**src/rtl/snake_pkg.sv**
```systemverilog
// snake_pkg: direction codes, legal-code bound and link sync nibble shared
// by dir_link and its byte codec.
package snake_pkg;

    typedef enum logic [2:0] {
        DIR_NONE  = 3'd0,
        DIR_UP    = 3'd1,
        DIR_DOWN  = 3'd2,
        DIR_RIGHT = 3'd3,
        DIR_LEFT  = 3'd4
    } dir_t;

    // Highest legal direction code; 5..7 are malformed on the link.
    localparam logic [2:0] DIR_MAX  = 3'd4;
    // Upper nibble that marks a direction byte on the serial link.
    localparam logic [3:0] SYNC_NIB = 4'hA;

    // 180-degree opposite of a direction; NONE has no opposite.
    function automatic dir_t dir_reverse(input dir_t d);
        case (d)
            DIR_UP:    return DIR_DOWN;
            DIR_DOWN:  return DIR_UP;
            DIR_RIGHT: return DIR_LEFT;
            DIR_LEFT:  return DIR_RIGHT;
            default:   return DIR_NONE;
        endcase
    endfunction

endpackage

```
**src/rtl/dir_link_if.sv**
```systemverilog
// dir_link_if: UART-side byte handshake of dir_link.
// master = UART side (drives received bytes and tx_ready),
// slave  = dir_link (drives the outgoing direction byte).
interface dir_link_if;
    logic [7:0] rx_data;
    logic       rx_valid;
    logic       tx_ready;
    logic [7:0] tx_data;
    logic       tx_valid;

    modport master (output rx_data, rx_valid, tx_ready, input tx_data, tx_valid);
    modport slave  (input rx_data, rx_valid, tx_ready, output tx_data, tx_valid);
endinterface

```
**src/rtl/dir_codec.sv**
```systemverilog
// dir_codec: builds the canonical link byte for the direction in byte_in[2:0]
// and validates byte_in as a received link byte.
// DIR_LINK_PARITY_EN: when defined, bit 3 carries P = 1 when the direction
// bits hold an even number of ones, and received bytes must match it.
// Undefined: P is sent as 0 and received bit 3 is ignored.
module dir_codec
    import snake_pkg::*;
(
    input  logic [7:0] byte_in,
    output logic [7:0] byte_out,
    output dir_t       dir_out,
    output logic       ok
);
    logic p_calc;
    logic p_ok;

`ifdef DIR_LINK_PARITY_EN
    assign p_calc = ~^byte_in[2:0];
    assign p_ok   = (byte_in[3] == p_calc);
`else
    logic bit3_unused;
    assign bit3_unused = byte_in[3];
    assign p_calc      = 1'b0;
    assign p_ok        = 1'b1;
`endif

    assign byte_out = {SYNC_NIB, p_calc, byte_in[2:0]};
    assign dir_out  = dir_t'(byte_in[2:0]);
    assign ok       = (byte_in[7:4] == SYNC_NIB) && (byte_in[2:0] <= DIR_MAX) && p_ok;

endmodule

```
**src/rtl/dir_link.sv**
```systemverilog
// dir_link: samples local keys into a pending direction, commits it on each
// game tick, sends it as a link byte, and accepts the remote direction byte.
// Parity on the link byte is enabled by defining DIR_LINK_PARITY_EN.
module dir_link
    import snake_pkg::*;
(
    input  logic      clk,
    input  logic      rst,
    input  logic      clk_div,
    input  logic      btn_up,
    input  logic      btn_down,
    input  logic      btn_right,
    input  logic      btn_left,
    dir_link_if.slave bus,
    output dir_t      dir1,
    output dir_t      dir2,
    output logic      rcvdir,
    output logic      frame_err,
    output logic      tx_overrun
);
    logic       clk_div_q;
    logic       tick;
    dir_t       pending;
    dir_t       key_dir;
    dir_t       dir1_nxt;
    logic [7:0] tx_byte;
    dir_t       tx_dir_unused;
    logic       tx_ok_unused;
    logic [7:0] rx_byte_unused;
    dir_t       rx_dir;
    logic       rx_ok;

    assign tick = clk_div & ~clk_div_q;

    // Resolve simultaneous keys by fixed priority UP > DOWN > RIGHT > LEFT.
    always_comb begin
        key_dir = DIR_NONE;
        if (btn_up)         key_dir = DIR_UP;
        else if (btn_down)  key_dir = DIR_DOWN;
        else if (btn_right) key_dir = DIR_RIGHT;
        else if (btn_left)  key_dir = DIR_LEFT;
    end

    // Value dir1 takes this cycle: a non-NONE pending commits on a tick.
    always_comb begin
        dir1_nxt = dir1;
        if (tick && pending != DIR_NONE) dir1_nxt = pending;
    end

    dir_codec u_tx_codec (
        .byte_in  ({SYNC_NIB, 1'b0, dir1_nxt}),
        .byte_out (tx_byte),
        .dir_out  (tx_dir_unused),
        .ok       (tx_ok_unused)
    );

    dir_codec u_rx_codec (
        .byte_in  (bus.rx_data),
        .byte_out (rx_byte_unused),
        .dir_out  (rx_dir),
        .ok       (rx_ok)
    );

    // Local direction: tick edge detect, commit, then load pending. Keys are
    // checked against the post-commit dir1 so a key in the tick cycle can
    // never schedule a reversal for the next tick.
    always_ff @(posedge clk) begin
        if (rst) begin
            clk_div_q <= 1'b0;
            dir1      <= DIR_NONE;
            pending   <= DIR_NONE;
        end else begin
            clk_div_q <= clk_div;
            dir1      <= dir1_nxt;
            if (key_dir != DIR_NONE && key_dir != dir_reverse(dir1_nxt))
                pending <= key_dir;
            else if (tick)
                pending <= DIR_NONE;
        end
    end

    // Transmit holding register: a tick always loads the newest byte; a tick
    // that lands on a still-unaccepted byte is flagged as an overrun.
    always_ff @(posedge clk) begin
        if (rst) begin
            bus.tx_data  <= 8'h00;
            bus.tx_valid <= 1'b0;
            tx_overrun   <= 1'b0;
        end else if (tick) begin
            bus.tx_data  <= tx_byte;
            bus.tx_valid <= 1'b1;
            if (bus.tx_valid && !bus.tx_ready) tx_overrun <= 1'b1;
        end else if (bus.tx_valid && bus.tx_ready) begin
            bus.tx_valid <= 1'b0;
        end
    end

    // Receive: accepted bytes refresh dir2 with a one-cycle rcvdir pulse,
    // malformed ones set the sticky frame error.
    always_ff @(posedge clk) begin
        if (rst) begin
            dir2      <= DIR_NONE;
            rcvdir    <= 1'b0;
            frame_err <= 1'b0;
        end else begin
            rcvdir <= bus.rx_valid && rx_ok;
            if (bus.rx_valid) begin
                if (rx_ok) dir2      <= rx_dir;
                else       frame_err <= 1'b1;
            end
        end
    end

endmodule

```
**src/flat_wrapper.sv**
```systemverilog
// flat-port wrapper written by rule: the top's interface ports become plain ports
module dir_link_flat import snake_pkg::*;
  (clk, rst, clk_div, btn_up, btn_down, btn_right, btn_left, dir1, dir2, rcvdir, frame_err, tx_overrun, bus_rx_data, bus_rx_valid, bus_tx_ready, bus_tx_data, bus_tx_valid);
  dir_link_if bus_i ();
  input  logic clk;
  input  logic rst;
  input  logic clk_div;
  input  logic btn_up;
  input  logic btn_down;
  input  logic btn_right;
  input  logic btn_left;
  output dir_t dir1;
  output dir_t dir2;
  output logic rcvdir;
  output logic frame_err;
  output logic tx_overrun;
  input wire logic [$bits(bus_i.rx_data)-1:0] bus_rx_data;
  input wire logic [$bits(bus_i.rx_valid)-1:0] bus_rx_valid;
  input wire logic [$bits(bus_i.tx_ready)-1:0] bus_tx_ready;
  output wire logic [$bits(bus_i.tx_data)-1:0] bus_tx_data;
  output wire logic [$bits(bus_i.tx_valid)-1:0] bus_tx_valid;
  assign bus_i.rx_data = bus_rx_data;
  assign bus_i.rx_valid = bus_rx_valid;
  assign bus_i.tx_ready = bus_tx_ready;
  assign bus_tx_data = bus_i.tx_data;
  assign bus_tx_valid = bus_i.tx_valid;
  dir_link u_core (.clk(clk), .rst(rst), .clk_div(clk_div), .btn_up(btn_up), .btn_down(btn_down), .btn_right(btn_right), .btn_left(btn_left), .bus(bus_i), .dir1(dir1), .dir2(dir2), .rcvdir(rcvdir), .frame_err(frame_err), .tx_overrun(tx_overrun));
endmodule
```
**config.mk**
```make
export PLATFORM = sky130hd
export DESIGN_NAME = dir_link_flat
export DESIGN_NICKNAME = d
export VERILOG_FILES = /design/src/rtl/snake_pkg.sv /design/src/rtl/dir_link_if.sv /design/src/rtl/dir_codec.sv /design/src/rtl/dir_link.sv /design/src/flat_wrapper.sv
export SDC_FILE = /design/constraint.sdc
export NUM_CORES = 1
export LEC_CHECK = 0
export BUFFER_PORTS_ARGS = -buffer_cell sky130_fd_sc_hd__buf_2
export CORE_UTILIZATION = 46
export CTS_CLUSTER_DIAMETER = 60
export DETAILED_ROUTE_END_ITERATION = 8
export GPL_ROUTABILITY_DRIVEN = 0
export PLACE_DENSITY_LB_ADDON = 0.12
export SYNTH_ARGS = -nofsm -noshare
export SYNTH_HDL_FRONTEND = slang
export SYNTH_SLANG_ARGS = --single-unit
```
**constraint.sdc**
```tcl
create_clock -name clk -period 2.5 [get_ports clk]
set_input_delay 0.375 -clock clk [delete_from_list [all_inputs] [get_ports clk]]
set_output_delay 0.375 -clock clk [all_outputs]
set_load 0.01 [all_outputs]
```
==> metrics.cfg <==
[power_and_ir_drop]
ir_drop_uv = 482
power.leakage_uw = 0.000503
internal_power_uw = 434
power_frac_comb = 0.172
seqPwrFrac = 0.530
power.switching_uw = 151
power_density_nw_per_um2 = 540
switching_share = 0.259
p_clk_frac = 0.298

[route]
drt_iter0_markers = 14
drt-vias-per-instance = 5.29
detail-route-antenna-nets = 0
firstDrtPassIters = 4
wirelength_um = 1780
num_vias = 851
drc_errors = 0
routedWlPerCell_um = 11.1

[setup_path]
cp-startpoint = u_core.clk_div_q$_SDFF_PP0_
rr_startpoint = u_core.clk_div_q$_SDFF_PP0_
cpPeakStageDelay_ps = 360
start_kind = register
worstPathMaxFanout = 9
crit_type = reg -> reg
cp-end-kind = register
cp_num_cells = 5
cp_slowest_cell = a221o_1
rr_worst_depth = 5
arrival_ps = 2180
crit_family = compound AO/OA/AOI/OAI gates
required_ps = 2690
path_cells = nand2b_1 -> o211a_1 -> a221o_1 -> a32oi_2 -> mux2_4
critical_path_buf_inv_count = 0

[clocking]
postCtsSetupBuffers = 0
cts-root-buf = clkbuf_4
cts_tree = yes
clock_latency_ps = 290
cts_hold_buf = 0
numClockSinks = 18
cts_htree_levels = 1
cts_made_buffers = 3
cts.clk_slew.worst_paths_ps = 100
cts_resized = 0
clk_path_buf_depth = 2

[sta]
tns_ps = 0
period_minus_slack_ps = 1990
rsz0062_at_grt = no
period_share = 0.798
hold_viol = 0
timing.fmax_mhz = 501
setup_violations = 0
fin_skew_ps = 5.72
holdWs_ps = 320
slew_viol_final = 0

[final_layout]
layout_commonest_cell = buf_2
diodes = 0
drive_gt1_frac = 0.287
num-nets-final = 154
area_growth_pct = 18.6
final_cell_mix = buf_2, nor2_1, dfxtp_1
nFillCells = 159

[global_routing]
track_usage = 0.192
antenna_found_initial = 0
grt_pass1_vias = 691
overflow = 0
grt_start_max_net_pins = 22
grt_pass1_wl_um = 2930

[yosys]
ys.flop_type = dfxtp_1
syn_area_um2 = 913
seq_area_frac_synth = 0.395
synthDistinctLibCells = 33
synthArstFlopShare = 0
ys.warnings.count = 0
avgSynthCellArea_um2 = 8.38
ys_ff_latch = 18
synth_edf_count = 0
synthesis.instances = 109

[floorplan]
start_util = 0.507
dieHeight_um = 46.6
die_w_um = 46.6
dieArea_um2 = 2170
num_rows = 15
io_pins = 35
coreArea_um2 = 1800

[worst_hold_path]
hold_path.class = in -> reg
hold_path_depth = 3
hp-start = bus_rx_data[2]

[placed_design]
portBuffers = 30

[run]
maxCapViolations = 0

[status]
status = complete, no violations

stage by stage:
| stage | cell area, um2 | instances | setup slack, ps | power, uW | util |
|---|---|---|---|---|---|
| after global placement | 1050 | 157 | 430 | 416 | 0.581 |
| after global routing | 1080 | 161 | 400 | 622 | 0.601 |
| after CTS | 1080 | 161 | 500 | 589 | 0.601 |
| after floorplan | 921 | 111 | 686 | 387 | - |
| after detailed placement | 1050 | 157 | 387 | 418 | 0.581 |
| final | 1080 | 161 | 506 | 585 | 0.601 |
synthesized netlist by cell type (2+ instances only):
library cell   n  area [um2]
a211oi_1       5        37.5
a21oi_1        6        30.0
and2_1         2        12.5
buf_2          2        10.0
buf_4          4        30.0
clkbuf_1       2        7.51
dfxtp_1       18         360
inv_1          3        11.3
mux2i_1        3        30.0
nand2b_1       3        18.8
nand3b_1       6        45.0
nor2_1        23        86.3
nor2b_1        3        18.8
nor3_1         2        10.0
nor3b_1        2        15.0
o21ai_0        8        40.0
cell type report:
cell class | count | area [um2] | area share
inverter | 3 | 11.3 | 0.0104
timing repair buffer | 31 | 158 | 0.145
multi-input combinational | 80 | 487 | 0.449
tap | 25 | 31.3 | 0.0289
sequential | 18 | 360 | 0.333
clock buffer | 4 | 36.3 | 0.0335
layer usage:
layer / share of wire / track usage / wire length [um]
met5: 0 / 0 / 0
met4: 0.011 / 0.0706 / 19
met3: 0.048 / 0.0627 / 85
met2: 0.47 / 0.308 / 830
met1: 0.47 / 0.236 / 847
cells by family (layout without fill, tap and decap cells):
group                  count (synthesis)  after routing  share of synthesized area
AOI/OAI and AO/OA                     28             28                      0.212
buffers and inverters                 13             38                     0.0808
DFF                                   18             18                      0.395
muxes                                  4              4                     0.0493
other                                  1              3                    0.00411
and+or+nand+nor                       45             45                      0.259
flip-flops by register name (all words and copies together) (netlist names):
signal,flops
u_core.bus.tx_data,4
u_core.dir1,3
u_core.dir2,3
u_core.pending,3
u_core.bus.tx_valid,1
u_core.clk_div_q,1
u_core.frame_err,1
u_core.rcvdir,1
u_core.tx_overrun,1
worst register-to-register path, delay by kind of cell (launching register included):
family	cells	cell delay (ps)
DFF	1	340
AOI/OAI and AO/OA	3	950
muxes	1	320
and+or+nand+nor	1	280
power by group through the flow:
| stage | clock (uW) | sequential (uW) | combinational [uW] |
|---|---|---|---|
| after floorplan | 0 | 320 | 66.7 |
| after global placement | 0 | 317 | 99.3 |
| after detailed placement | 0 | 317 | 101 |
| after CTS | 178 | 311 | 101 |
| after global routing | 196 | 313 | 114 |
| final | 174 | 310 | 101 |
worst paths after layout:
path / endpoint / slack [ps]
worst min register to register: u_core.frame_err$_SDFFE_PP0P_ / 490
worst max-delay path: u_core.pending[0]$_SDFFE_PP0P_ / 510
worst max register to register: u_core.pending[0]$_SDFFE_PP0P_ / 510
worst min-delay path: u_core.dir2[2]$_SDFFE_PP0P_ / 320
(Power assumes the default switching activity.)
